[src/rtl/dds_pkg.sv]
// Shared widths, mode encoding and types for the dds_wave_gen block.
// The optional sine LUT is selected at build time with the DDS_SINE_EN macro.
package dds_pkg;

    localparam int unsigned DDS_ACC_W   = 32;
    localparam int unsigned DDS_PHASE_W = 11;
    localparam int unsigned DDS_OUT_W   = 10;

    typedef logic [1:0] mode_t;

    localparam mode_t MODE_SINE   = 2'd0;
    localparam mode_t MODE_SQUARE = 2'd1;
    localparam mode_t MODE_SAW    = 2'd2;
    localparam mode_t MODE_TRI    = 2'd3;

endpackage

[src/rtl/dds_sine_lut.sv]
// Quarter-wave sine ROM with a registered one-cycle read (pipeline stage S2).
// Only instantiated when DDS_SINE_EN is defined.
module dds_sine_lut #(
    parameter int unsigned PHASE_W = 11,
    parameter int unsigned OUT_W   = 10
) (
    input  logic               clk,
    input  logic               rst,
    input  logic [PHASE_W-3:0] addr,
    output logic [OUT_W-2:0]   data
);

    localparam int unsigned DEPTH   = 2 ** (PHASE_W - 2);
    localparam real         AMP     = real'((2 ** (OUT_W - 1)) - 1);
    localparam real         HALF_PI = 1.5707963267948966;

    // Entries sample the centre of each quarter-wave bin so the fold is symmetric.
    function automatic logic [OUT_W-2:0] lut_entry(input int idx);
        real x;
        x = AMP * $sin(HALF_PI * (real'(idx) + 0.5) / real'(DEPTH));
        return (OUT_W - 1)'($rtoi(x + 0.5));
    endfunction

    logic [OUT_W-2:0] rom [DEPTH];

    for (genvar i = 0; i < DEPTH; i++) begin : g_rom
        localparam logic [OUT_W-2:0] ENTRY = lut_entry(i);
        assign rom[i] = ENTRY;
    end

    logic [OUT_W-2:0] data_d;
    logic [OUT_W-2:0] data_q;

    always_comb begin
        data_d = rom[addr];
    end

    always_ff @(posedge clk) begin
        if (rst) begin
            data_q <= '0;
        end else begin
            data_q <= data_d;
        end
    end

    assign data = data_q;

endmodule

[src/rtl/dds_wave_gen.sv]
// Multi-waveform DDS: phase accumulator, double-buffered controls and a 3-stage output pipeline.
// Define DDS_SINE_EN to build the quarter-wave sine LUT; otherwise mode 0 produces triangle.
module dds_wave_gen
    import dds_pkg::*;
#(
    parameter int unsigned ACC_W   = DDS_ACC_W,
    parameter int unsigned PHASE_W = DDS_PHASE_W,
    parameter int unsigned OUT_W   = DDS_OUT_W
) (
    input  logic               clk,
    input  logic               rst,
    input  logic               en,
    input  logic               load,
    input  logic [ACC_W-1:0]   freq_word,
    input  logic [PHASE_W-1:0] phase_off,
    input  mode_t              mode,
    input  logic               sync_clr,
    output logic [OUT_W-1:0]   wave_out,
    output logic               out_valid,
    output logic               wrap
);

    // Accumulator and active control registers
    logic [ACC_W-1:0]   acc_d,    acc_q;
    logic [ACC_W-1:0]   r_k_d,    r_k_q;
    logic [PHASE_W-1:0] r_p_d,    r_p_q;
    mode_t              r_mode_d, r_mode_q;
    logic               wrap_d,   wrap_q;
    logic               en0_d,    en0_q;
    logic [ACC_W:0]     sum;

    // Pipeline stages S1..S3
    logic [PHASE_W-1:0] ph1_d,    ph1_q;
    mode_t              mode1_d,  mode1_q;
    logic               vld1_d,   vld1_q;
    logic [OUT_W-1:0]   raw2_d,   raw2_q;
    logic               vld2_d,   vld2_q;
    logic [OUT_W-1:0]   wave_d,   wave_q;
    logic               valid_d,  valid_q;
    logic [PHASE_W-2:0] tri_fold;

`ifdef DDS_SINE_EN
    localparam logic [OUT_W-1:0] HALF    = {1'b1, {(OUT_W - 1){1'b0}}};
    localparam logic [OUT_W-1:0] HALF_M1 = {1'b0, {(OUT_W - 1){1'b1}}};

    mode_t              mode2_d,  mode2_q;
    logic               fold2_d,  fold2_q;
    logic [PHASE_W-3:0] lut_addr;
    logic [OUT_W-2:0]   lut_data;

    dds_sine_lut #(
        .PHASE_W (PHASE_W),
        .OUT_W   (OUT_W)
    ) u_sine_lut (
        .clk  (clk),
        .rst  (rst),
        .addr (lut_addr),
        .data (lut_data)
    );
`endif

    // Accumulator step; sync_clr overrides en and never reports a wrap
    always_comb begin
        acc_d    = acc_q;
        wrap_d   = 1'b0;
        r_k_d    = r_k_q;
        r_p_d    = r_p_q;
        r_mode_d = r_mode_q;
        en0_d    = en;
        sum      = {1'b0, acc_q} + {1'b0, r_k_q};
        if (sync_clr) begin
            acc_d = '0;
        end else if (en) begin
            acc_d  = sum[ACC_W-1:0];
            wrap_d = sum[ACC_W];
        end
        if (load) begin
            r_k_d    = freq_word;
            r_p_d    = phase_off;
            r_mode_d = mode;
        end
    end

    // Phase code, per-mode shaping and sine fold; mode travels with its phase code
    always_comb begin
        ph1_d    = acc_q[ACC_W-1 -: PHASE_W] + r_p_q;
        mode1_d  = r_mode_q;
        vld1_d   = en0_q;
        vld2_d   = vld1_q;
        valid_d  = vld2_q;
        tri_fold = ph1_q[PHASE_W-1] ? ~ph1_q[PHASE_W-2:0] : ph1_q[PHASE_W-2:0];
        case (mode1_q)
            MODE_SQUARE: raw2_d = {OUT_W{~ph1_q[PHASE_W-1]}};
            MODE_SAW:    raw2_d = ph1_q[PHASE_W-1 -: OUT_W];
            default:     raw2_d = tri_fold[PHASE_W-2 -: OUT_W];
        endcase
        wave_d = raw2_q;
`ifdef DDS_SINE_EN
        mode2_d  = mode1_q;
        fold2_d  = ph1_q[PHASE_W-1];
        lut_addr = ph1_q[PHASE_W-2] ? ~ph1_q[PHASE_W-3:0] : ph1_q[PHASE_W-3:0];
        if (mode2_q == MODE_SINE) begin
            wave_d = fold2_q ? (HALF_M1 - {1'b0, lut_data}) : (HALF + {1'b0, lut_data});
        end
`endif
    end

    always_ff @(posedge clk) begin
        if (rst) begin
            acc_q    <= '0;
            r_k_q    <= '0;
            r_p_q    <= '0;
            r_mode_q <= MODE_SINE;
            wrap_q   <= 1'b0;
            en0_q    <= 1'b0;
            ph1_q    <= '0;
            mode1_q  <= MODE_SINE;
            vld1_q   <= 1'b0;
            raw2_q   <= '0;
            vld2_q   <= 1'b0;
            wave_q   <= '0;
            valid_q  <= 1'b0;
`ifdef DDS_SINE_EN
            mode2_q  <= MODE_SINE;
            fold2_q  <= 1'b0;
`endif
        end else begin
            acc_q    <= acc_d;
            r_k_q    <= r_k_d;
            r_p_q    <= r_p_d;
            r_mode_q <= r_mode_d;
            wrap_q   <= wrap_d;
            en0_q    <= en0_d;
            ph1_q    <= ph1_d;
            mode1_q  <= mode1_d;
            vld1_q   <= vld1_d;
            raw2_q   <= raw2_d;
            vld2_q   <= vld2_d;
            wave_q   <= wave_d;
            valid_q  <= valid_d;
`ifdef DDS_SINE_EN
            mode2_q  <= mode2_d;
            fold2_q  <= fold2_d;
`endif
        end
    end

    assign wave_out  = wave_q;
    assign out_valid = valid_q;
    assign wrap      = wrap_q;

endmodule

[config.mk]
export PLATFORM = sky130hd
export DESIGN_NAME = dds_wave_gen
export DESIGN_NICKNAME = d
export VERILOG_FILES = /design/src/rtl/dds_pkg.sv /design/src/rtl/dds_sine_lut.sv /design/src/rtl/dds_wave_gen.sv
export SDC_FILE = /design/constraint.sdc
export NUM_CORES = 1
export LEC_CHECK = 0
export ABC_CLOCK_PERIOD_IN_PS = 2300
export BUFFER_PORTS_ARGS = -buffer_cell sky130_fd_sc_hd__buf_4
export CORE_ASPECT_RATIO = 1.25
export CORE_MARGIN = 2
export CORE_UTILIZATION = 40
export CTS_CLUSTER_DIAMETER = 150
export DETAILED_ROUTE_END_ITERATION = 7
export GPL_ROUTABILITY_DRIVEN = 0
export SLEW_MARGIN = 40
export SYNTH_ARGS = -nofsm -noshare
export SYNTH_HDL_FRONTEND = slang
export SYNTH_SLANG_ARGS = --single-unit
[constraint.sdc]
create_clock -name clk -period 2.3 [get_ports clk]
set_clock_uncertainty 0.1 [all_clocks]
set_input_delay 0.46 -clock clk [delete_from_list [all_inputs] [get_ports clk]]
set_output_delay 0.46 -clock clk [all_outputs]
set_load 0.02 [all_outputs]
==> metrics list, run 1 <==
- PnR Total Power: 5.25 mW
- The final max-slew violation count was 0.
- In the final timing run, aggregate negative setup slack is -334 ps.
* Global-route met3 utilization: 0.0440
* First-pass iteration count of the detailed router: 4
- Largest net degree at the start of global routing: 84
- The H-tree was split into 4 levels.
* Number of remaining DRC errors: 0
- CP top delay family: compound AO/OA/AOI/OAI gates
- Via count: 5369
* Max Buffers Root-to-Sink: 2
- In this run the cell area measured after placement is 7130 um^2.
- The root buffer cell chosen for the clock tree is clkbuf_16.
* Total Nets Final: 913
- Placed Cells: 967
- Final-report hold violation count: 0
- Comb power frac: 0.120
* Clock Power Share: 0.470
- Detailed placer's ending HPWL: 10.9 mm
- Grt met2 use: 0.330
- Relative to the synthesized area, the layout overhead comes to 34.1%.
- Of all flip-flops after synthesis, the portion carrying an async set or reset was 0.
- Dominant synthesized flop cell: dfxtp_1
- In this run, synthesis inferred 0 flip-flops with an integrated enable.
- Total routing resource utilization after global routing: 0.190
* Insertion delay to the later sink of the worst-skew pair: 410 ps
* Grt met1 use: 0.218
- The die covers 16200 um^2.
- The worst setup path is captured at a register.
- The biggest area contributor in the post-synthesis netlist is dfxtp_1.
* Classification of the worst setup path: register to register
- Count of final setup violators: 5
- The finished cells cover 8150 um^2.
- VDD IR max: 0.390 mV
- In the final routed layout, each cell accounts on average for 15.0 um.
- The startpoint identified for the worst hold timing path is freq_word[13].
* Hold_buf cts: 0
- The number of global-route vias before repair came to 5265.
- Share of synthesized area occupied by flip-flops and latches: 0.379
- The run finished, with violations left.
- Setup repair after global routing could not meet its margin everywhere.
* Critical path launch point: acc_q[21]
- The floorplan has 50 rows.
- The analysis attributes to cell leakage a power of 3.58 nW.
- Of the total power, the share spent switching nets is 0.256.
- Post-Layout Cell Count: 1012
* Library cell contributing the largest single delay on the critical path: dfxtp_2
* Yosys warning count: 0
* Residual antenna-violating net count after detailed routing: 0
- Number of buffers created by CTS: 17
- CTS saw 115 sinks.
- Worst-Margin Slew: 620 ps
* Maximum achievable frequency: 414 MHz
- CP required: 2500 ps
* Initial drt markers: 262
- Pin placement for this block handled 62 I/O pins.
- Clock transition time at the flip-flop clock pins of the worst setup and hold paths: 60 ps
* Violated checks: setup timing
- The largest single stage delay on the critical path is 330 ps.
* Worst Hold Class: input port to register
- Antenna violations before repair: 0
* Power per Cell Area: 644 nW/um^2
- In this run the mean area of a mapped cell was 8.77 um^2.
- Summing every instance area after synthesis gives 6080 um^2.
* Number of unique standard cell types used by synthesis: 61
- # diodes: 0
- First-pass GRT wire length: 24.4 mm
- GRT Max-Usage Layer: met2
- In this run the horizontal extent of the chip is 114 um.
- Minimum clock period after layout: 2410 ps
- The worst register-to-register path begins at acc_q[21].
- Residual overflow from global routing: 0
* Effective utilization at floorplan: 0.406
- After synthesis the netlist holds a flip-flop and latch count of 115.
- Port buffering added 61 buffers.
- Vertical die dimension: 142 um
* Max-slew headroom at the worst pin: 0.587
- STA puts the critical path data arrival time at 2620 ps.
* Internal Dissipation: 3.90 mW
- Share of post-route cells with drive strength above 1: 0.293
* Mapped Cells: 693
- The worst setup path is launched from a register.
- In the routed layout, each cell is associated on average with a via count of 5.31.
* Final Cycle Share: 1.05
- Reported max-cap violation count: 0
- TritonCTS built the clock tree.
- The share of total power dissipated in sequential elements is 0.411.
* Top cells by area in the synthesized netlist: dfxtp_1 38%, ha_1 9.1%, mux2i_1 9.1%
- Of the post-synthesis cell area, the dominant cell type holds 0.379.
- The number of buffers and inverters on the critical path is 0.
* P_sw: 1.34 mW
* Fin worst setup slack: -114 ps
- Along the worst path, the maximum fanout reaches 2.
* Area of the core region: 15000 um^2
* Cell-by-cell listing of the critical path: ha_4, fa_2, a21o_1, a21oi_2, nor2b_1, o21a_1, o41a_1, a31o_1, mux2_4
- The final layout contains routed wiring with a total length of 15.2 mm.
* Post-synthesis net count: 789
* Final Core Density: 0.545
-- state kept, by name, summed over array words and instances, names as in the netlist --
| register | flops |
|---|---|
| acc_q | 32 |
| r_k_q | 32 |
| ph1_q | 11 |
| r_p_q | 11 |
| raw2_q | 10 |
| wave_out | 10 |
| mode1_d | 2 |
| mode1_q | 2 |
| en0_q | 1 |
| out_valid | 1 |
| valid_d | 1 |
| vld1_q | 1 |
| wrap | 1 |
-- cell usage after synthesis (2+ instances only) --
cell,number
o211ai_1,6
a211oi_2,2
nor2b_1,22
a22oi_1,2
o21a_1,4
a21oi_1,53
o221ai_1,2
buf_2,7
or4_1,4
nand2_1,65
a211oi_1,4
o21ai_0,26
o31ai_1,2
buf_1,8
nor2_1,99
or3_1,3
a221o_1,2
a311oi_1,3
nand3_1,16
dfxtp_1,115
clkbuf_1,19
o21ai_1,6
o21bai_1,5
ha_1,44
nand3b_1,2
and3_1,4
inv_1,15
xnor2_1,16
a41oi_1,4
a31oi_1,6
nand4_1,6
a21boi_0,3
o221a_2,9
a21o_1,9
nor3_1,6
o2111ai_1,2
xor2_1,13
fa_1,2
mux2i_1,55
-- cell families after synthesis --
logic type,count (synthesis),synth area share
AND/OR/NAND/NOR,234,0.171
flip-flops,115,0.379
adder cells (fa/ha/maj),46,0.0972
buffers and inverters,50,0.0336
XOR/XNOR,29,0.0418
multiplexers,56,0.0931
AO/OA/AOI/OAI,163,0.184
-- placed cells by master (no fill, tap or decap), types with 6 or more instances in the layout --
| cell | instances |
|---|---|
| nor3_1 | 6 |
| ha_1 | 32 |
| nand3_1 | 16 |
| xor2_1 | 12 |
| nor2_1 | 99 |
| inv_1 | 15 |
| a21o_1 | 9 |
| nand2_1 | 65 |
| o221a_2 | 9 |
| ha_4 | 9 |
| o211ai_1 | 6 |
| dfxtp_2 | 10 |
| dfxtp_1 | 105 |
| buf_4 | 135 |
| nor2b_1 | 22 |
| a21oi_2 | 7 |
| nand4_1 | 6 |
| clkbuf_16 | 17 |
| mux2i_1 | 55 |
| a21oi_1 | 46 |
| xnor2_1 | 15 |
| o21ai_0 | 21 |
| o21ai_1 | 6 |
-- area by class of cell --
class / instances / area, um^2
fill: 1343 / 6800
multi-input combinational: 528 / 3900
sequential: 115 / 2310
timing repair buffer: 140 / 1090
clock buffer: 19 / 433
tap: 182 / 228
clock inverter: 13 / 128
inverter: 15 / 56.3
-- path summary, 6_finish.rpt --
| check | endpoint | slack, ps | cells past startpoint |
|---|---|---|---|
| worst max-delay path | ph1_q[10] | -110 | 9 |
| worst min-delay path | r_k_q[13] | 180 | 3 |
| worst max register to register | ph1_q[10] | -110 | 9 |
| worst min register to register | wave_out[8] | 330 | 1 |
-- per-stage QoR --
step	worst slack, ps	hold WS [ps]
6_report	-114	178
5_1_grt	-202	165
4_1_cts	-110	164
3_5_place_dp	-269	322
3_3_place_gp	-226	316
2_1_floorplan	-125	314
-- per-layer routing --
| metal | vias up | part of all wire |
|---|---|---|
| met5 | - | 0 |
| met4 | 0 | 0.027 |
| met3 | 35 | 0.038 |
| met2 | 120 | 0.51 |
| met1 | 2491 | 0.42 |
| li1 | 2723 | - |
-- worst reg2reg max path, cell delays in order, from the launching register on --
cell and delay (ps):
dfxtp_2 330, ha_4 160, fa_2 330, a21o_1 180
a21oi_2 150, nor2b_1 70, o21a_1 180, o41a_1 320
a31o_1 190, mux2_4 290
-- power by group through the flow --
| stage | Sequential [mW] | Clock [mW] | Combinational [mW] |
|---|---|---|---|
| 6_report | 2.15 | 2.46 | 0.627 |
| 5_1_grt | 2.16 | 2.61 | 0.692 |
| 4_1_cts | 2.15 | 2.52 | 0.615 |
| 3_5_place_dp | 2.19 | 0 | 0.592 |
| 3_3_place_gp | 2.19 | 0 | 0.577 |
| 2_1_floorplan | 2.17 | 0 | 0.376 |
-- repair_timing --
item,in CTS,in global routing
setup buffers,7,6
gates resized for setup,45,27
pin swaps,17,16
endpoints found under the setup margin,20,23
hold endpoints to repair,0,0
No activity file was read; power rests on OpenSTA's default activity.
==> run 2, diff against run 1 <==
==> constraint.sdc (replaced) <==
create_clock -name clk -period 2.3 [get_ports clk]
set_clock_uncertainty 0.1 [all_clocks]
set_input_delay 0.23 -clock clk [delete_from_list [all_inputs] [get_ports clk]]
set_output_delay 0.23 -clock clk [all_outputs]
set_load 0.02 [all_outputs]
==> run 2 against run 1 <==
- highest routed layer unchanged
- via count rose by 3.3%
- clock-buffer cell count rose by 1
- routed wire length rose by 3.3%
- core utilization rose by 3.2 points
- register-to-register slack barely moved
- clock power rose by 7%
- the flow still finishes with violations (setup timing)
- maximum frequency fell by 0.56%
- critical path depth did not move
- critical endpoint unchanged
- total power rose by 4.0%
==> metrics list, run 2 (synthesized netlist as in run 1, its figures left out) <==
- Outcome: complete, but fails checks
* Violated checks: setup timing
- Max Buffers Root-to-Sink: 2
- The critical path is of the register to register type.
* Number of cell rows: 50
- The floorplan step defined a die boundary enclosing 16200 um^2.
- Once placement completed, the tool counted placed cells totaling 965.
* CP required: 2520 ps
- Subtracting the final worst setup slack from the clock period gives 2430 ps.
* Effective utilization at floorplan: 0.406
- VDD IR max: 0.436 mV
- Power per Cell Area: 632 nW/um^2
- For the pin with the worst max-slew slack, the measured transition is 808 ps.
- P&R area growth vs syn: 42.0%
* Final-report hold violation count: 0
- Residual antenna-violating net count after detailed routing: 0
* Port Buf Inserts: 61
* WP data arrival: 2650 ps
* Reported max-cap violation count: 0
- Summed over all failing endpoints, the final setup total negative slack is -273 ps.
* Fin worst setup slack: -128 ps
* Leak pwr: 3.77 nW
* Residual overflow from global routing: 0
- Count of final setup violators: 6
- Level count of the clock H-tree: 4
- Final hold analysis gives a worst-case slack of 136 ps.
* Total routing resource utilization after global routing: 0.197
* Critical path startpoint category: register
- The final max-slew violation count is 0.
- Filler cell count: 1304
* Number of buffers created by CTS: 17
* RSZ-0062 raised after global routing: yes
* First-pass GRT wire length: 25.2 mm
- Of the available clock period, the critical path in the final layout requires 1.06.
- The routed design has 15.7 mm of wire.
* Total Nets Final: 958
- In this run the vertical extent of the chip is 142 um.
- Max-slew headroom at the worst pin: 0.461
- The later pin in the worst-skew pair is clocked with a latency of 430 ps.
- Registers with the most flip-flops: acc_q x32, r_k_q x32
- For this run, the number of standard cells in the final layout without fillers is 1056.
* Final Core Density: 0.577
- Clk root buf: clkbuf_16
- Clock tree from TritonCTS: done
* Number of remaining DRC errors: 0
* PnR Total Power: 5.46 mW
- Critical path fanouts, max: 2
* I/O Pins: 62
- # diodes: 0
- Maximum achievable frequency: 412 MHz
- Worst Hold Class: input port to register
- The HPWL after detailed placement is 11.0 mm.
- The initial antenna violation count is 0.
* Per-cell routed wire length: 14.8 um
- Clock transition time at the flip-flop clock pins of the worst setup and hold paths: 60 ps
- Commonest non-fill, non-tap cell in the layout: buf_4
- In the final layout, the share of cells above drive strength 1 is 0.286.
* First-pass iteration count of the detailed router: 4
- Via count of the first global-routing pass: 5402
* Via count: 5547
- Die width: 114 um
* Crit. End Element: register
* Via density per instance: 5.25
- The tree built by TritonCTS fans out to 115 sinks.
- Area of the core region: 15000 um^2
- In the layout the commonest cells are 138 x buf_4, 105 x dfxtp_1, 98 x nor2_1.
- Initial drt markers: 268
- Entering global routing, the biggest net connects 58 pins.
## run 2: cell types whose count changed in the layout (fill, tap and decap cells not counted), moves of 3 or more
| cell | before | now |
|---|---|---|
| dlygate4sd3_1 | 0 | 45 |
| o21ai_1 | 6 | 11 |
| o21ai_0 | 21 | 17 |
| buf_4 | 135 | 138 |
## run 2: area by class of cell
cell class	count	area, um^2	share of cell area
Multi-Input combinational cell	528	3940	0.456
Sequential cell	115	2320	0.268
Timing Repair Buffer	185	1510	0.175
Clock buffer	20	457	0.0529
Tap cell	182	228	0.0264
Clock inverter	11	129	0.0149
Inverter	15	56.3	0.00652
## run 2: per-stage QoR
stage / cell area [um^2] / worst slack (ps)
after floorplan: 6080 / -125
after global placement: 7100 / -233
after detailed placement: 7100 / -312
after CTS: 8340 / -113
after global routing: 8630 / -182
final: 8630 / -128
## run 2: critical path: stages, from the launching register on
cell and delay, ps:
dfxtp_2 330, ha_4 160, fa_2 330, a21o_1 180, a21oi_2 160, nor2b_1 70
o21a_1 180, o41a_1 330, a31o_1 200, mux2_4 290
## run 2: worst paths after layout
kind              from          end  slack, ps  depth (start not counted)
max          acc_q[21]    ph1_q[10]       -130                          9
max reg2reg  acc_q[21]    ph1_q[10]       -130                          9
min                 en    acc_q[30]        140                          2
min reg2reg  raw2_q[5]  wave_out[5]        330                          1
## run 2: per-layer routing
metal | global-route usage | vias up | part of all wire
met5 | 0 | - | 0
met4 | 0.0886 | 0 | 0.027
met3 | 0.0466 | 29 | 0.031
met2 | 0.350 | 110 | 0.51
met1 | 0.222 | 2599 | 0.43
li1 | - | 2809 | -
## run 2: report_power, final
| group | total [mW] | switching [mW] | internal [mW] |
|---|---|---|---|
| combinational | 0.686 | 0.322 | 0.364 |
| clock | 2.62 | 0.967 | 1.65 |
| sequential | 2.15 | 0.0649 | 2.09 |
| total | 5.46 | 1.35 | 4.10 |
## run 2: repair_timing
action,CTS,global route
setup buffers,6,10
resized for setup,35,51
hold buffers,45,0
endpoints found under the setup margin,23,22
endpoints found under the hold margin,45,0
pin swaps,14,18
==> run 3, diff against run 2 <==
--- a/config.mk
+++ b/config.mk
@@ -13,6 +13,7 @@
 export CTS_CLUSTER_DIAMETER = 150
 export DETAILED_ROUTE_END_ITERATION = 7
 export GPL_ROUTABILITY_DRIVEN = 0
+export SETUP_SLACK_MARGIN = 0.02
 export SLEW_MARGIN = 40
 export SYNTH_ARGS = -nofsm -noshare
 export SYNTH_HDL_FRONTEND = slang
==> run 3 against run 2 <==
- the run still ends with setup timing left
- maximum frequency grew 0.52%
- sequential power barely moved
- clock-buffer cell count decreased by 1
- cell area is 3.1% higher
- via count grew 1.1%
- total power grew 4.8%
- critical endpoint unchanged
- largest power group unchanged
- highest routed layer unchanged
==> metrics list, run 3 (synthesized netlist as in run 1, its figures left out) <==
* Outcome: complete, but fails checks
* Violated checks: setup timing
* CP required: 2510 ps
- Leak pwr: 3.83 nW
- The initial utilization of the core area, before any placement, comes to 0.406.
- The critical path ends at ph1_q[10].
- Per-cell routed wire length: 15.0 um
* WP data arrival: 2630 ps
- In this run the count of I/O pins placed on the die edge is 62.
- Worst-Margin Slew: 572 ps
* Maximum achievable frequency: 414 MHz
- For this run, design rule violations remaining after detail routing come to 0.
- The routed design could run at a clock period as short as 2420 ps.
* Largest net degree at the start of global routing: 58
* Total routing resource utilization after global routing: 0.201
* Critical path fanouts, max: 2
- Number of cell rows: 50
- In the routed layout, each cell is associated on average with a via count of 5.27.
- Clock Sink Count: 115
* Via count of the first global-routing pass: 5539
- Across all hold checks on the routed design, the worst slack comes to 118 ps.
* Die area: 16200 um^2
- Via count: 5610
- Setup repair after global routing could not meet its margin everywhere.
- For this run, the share of the core covered by cells in the final layout is 0.595.
- Once routing completed, OpenROAD measured the worst setup slack at -115 ps.
* Post-Layout Cell Count: 1064
- Critical path startpoint category: register
- Clk root buf: clkbuf_16
- Reg2reg end: ph1_q[10]
- Setup slack on the worst reg-to-reg path comes out at -120 ps.
- Max-cap violations in this run came to 0.
- Die width: 114 um
* Critical path launch point: acc_q[21]
* Port Buf Inserts: 61
- The number of hold-slack violations in the final timing report was 0.
* DRT Wirelength: 16.0 mm
- Once detailed placement completed, the half-perimeter wirelength came to 11.1 mm.
- In this run the tightest slew margin relative to its limit is 0.619.
- Leaving out fill and tap cells, the most frequent cell in the layout is buf_4.
- Total Nets Final: 965
- In this run, placement finished with an instance count of 968.
- The first global-routing pass estimated 25.7 mm of wire.
- Vertical die dimension: 142 um
* Number of buffers created by CTS: 17
* Insertion delay to the later sink of the worst-skew pair: 430 ps
- Level count of the clock H-tree: 4
- Crit. End Element: register
- Classification of the worst setup path: register to register
- VDD IR max: 0.394 mV
- In the final layout, the registers with the most flip-flops are acc_q x32, r_k_q x32.
* Initial drt markers: 226
- PnR Total Power: 5.72 mW
* # diodes: 0
- Residual antenna-violating net count after detailed routing: 0
- The initial antenna violation count came to 0.
- Critical register-to-register path startpoint: acc_q[21]
- Max Buffers Root-to-Sink: 2
- Clock transition time at the flip-flop clock pins of the worst setup and hold paths: 60 ps
* Clock tree from TritonCTS: done
* Area of the core region: 15000 um^2
- Share of post-route cells with drive strength above 1: 0.311
* P&R area growth vs syn: 46.5%
- Final Cycle Share: 1.05
* Power per Cell Area: 642 nW/um^2
- Reg2reg path depth: 9
* Worst Hold Class: input port to register
- Residual overflow from global routing: 0
- The first detailed-routing pass ran for 5 iterations.
- Count of pins over their slew limit: 0
- In the layout the commonest cells are 141 x buf_4, 103 x dfxtp_1, 96 x nor2_1.
- Setup violations remaining at the end of the flow were counted as 1.
[run 3: changes by cell type in the layout (fill, tap and decap cells not counted), moves of 3 or more]
cell / previous run / this run
a21oi_1: 45 / 42
buf_4: 138 / 141
dfxtp_2: 9 / 12
ha_1: 31 / 26
ha_4: 10 / 15
o21ai_1: 11 / 8
[run 3: area by class of cell]
cell class / instances / area (um^2)
inverters: 15 / 56.3
multi-input cells: 528 / 4070
repair buffers: 192 / 1590
clock inverters: 13 / 196
well taps: 182 / 228
flip-flops and latches: 115 / 2320
fillers: 1228 / 6050
clock buffers: 19 / 443
[run 3: worst min-delay path by stage]
stage	from	endpoint	slack [ps]	cells after the start
2_1_floorplan	mode[0]	mode1_d[0]	280	2
4_1_cts	en	acc_q[16]	110	2
6_report	en	acc_q[16]	120	2
3_3_place_gp	raw2_q[6]	wave_out[6]	320	1
5_1_grt	en	acc_q[16]	140	2
3_5_place_dp	raw2_q[0]	wave_out[0]	320	1
[run 3: metrics by stage]
step	worst slack, ps	instance area (um^2)	setup TNS (ps)
floorplan	-125	6090	-125
global placement	-192	7140	-1420
detailed placement	-252	7140	-2690
CTS	-115	8510	-115
global route	-190	8900	-460
finish	-115	8900	-115
[run 3: power by group]
group / switching, mW / internal, mW
combinational: 0.332 / 0.382
sequential: 0.0681 / 2.09
clock: 0.990 / 1.86
[run 3: worst max-delay path: stages (launching register included)]
cell	delay, ps
dfxtp_2	340
ha_4	160
fa_2	330
a21o_1	170
a21oi_2	150
nor2b_1	70
o21a_1	180
o41a_1	320
a31o_1	200
mux2_4	290
[run 3: per-layer routing]
layer,track usage,routed length [um],vias to the layer above
li1,-,-,2823
met1,0.218,6760,2608
met2,0.367,8170,141
met3,0.0487,665,38
met4,0.0905,406,0
met5,0,0,-
[run 3: timing repair]
action / in CTS / in global routing
buffers inserted: 9 / 10
gates cloned: 0 / 0
hold endpoints to repair: 45 / 0
gates resized for setup: 44 / 60
hold buffers: 45 / 0
pin swaps: 33 / 36
endpoints found under the setup margin: 25 / 26
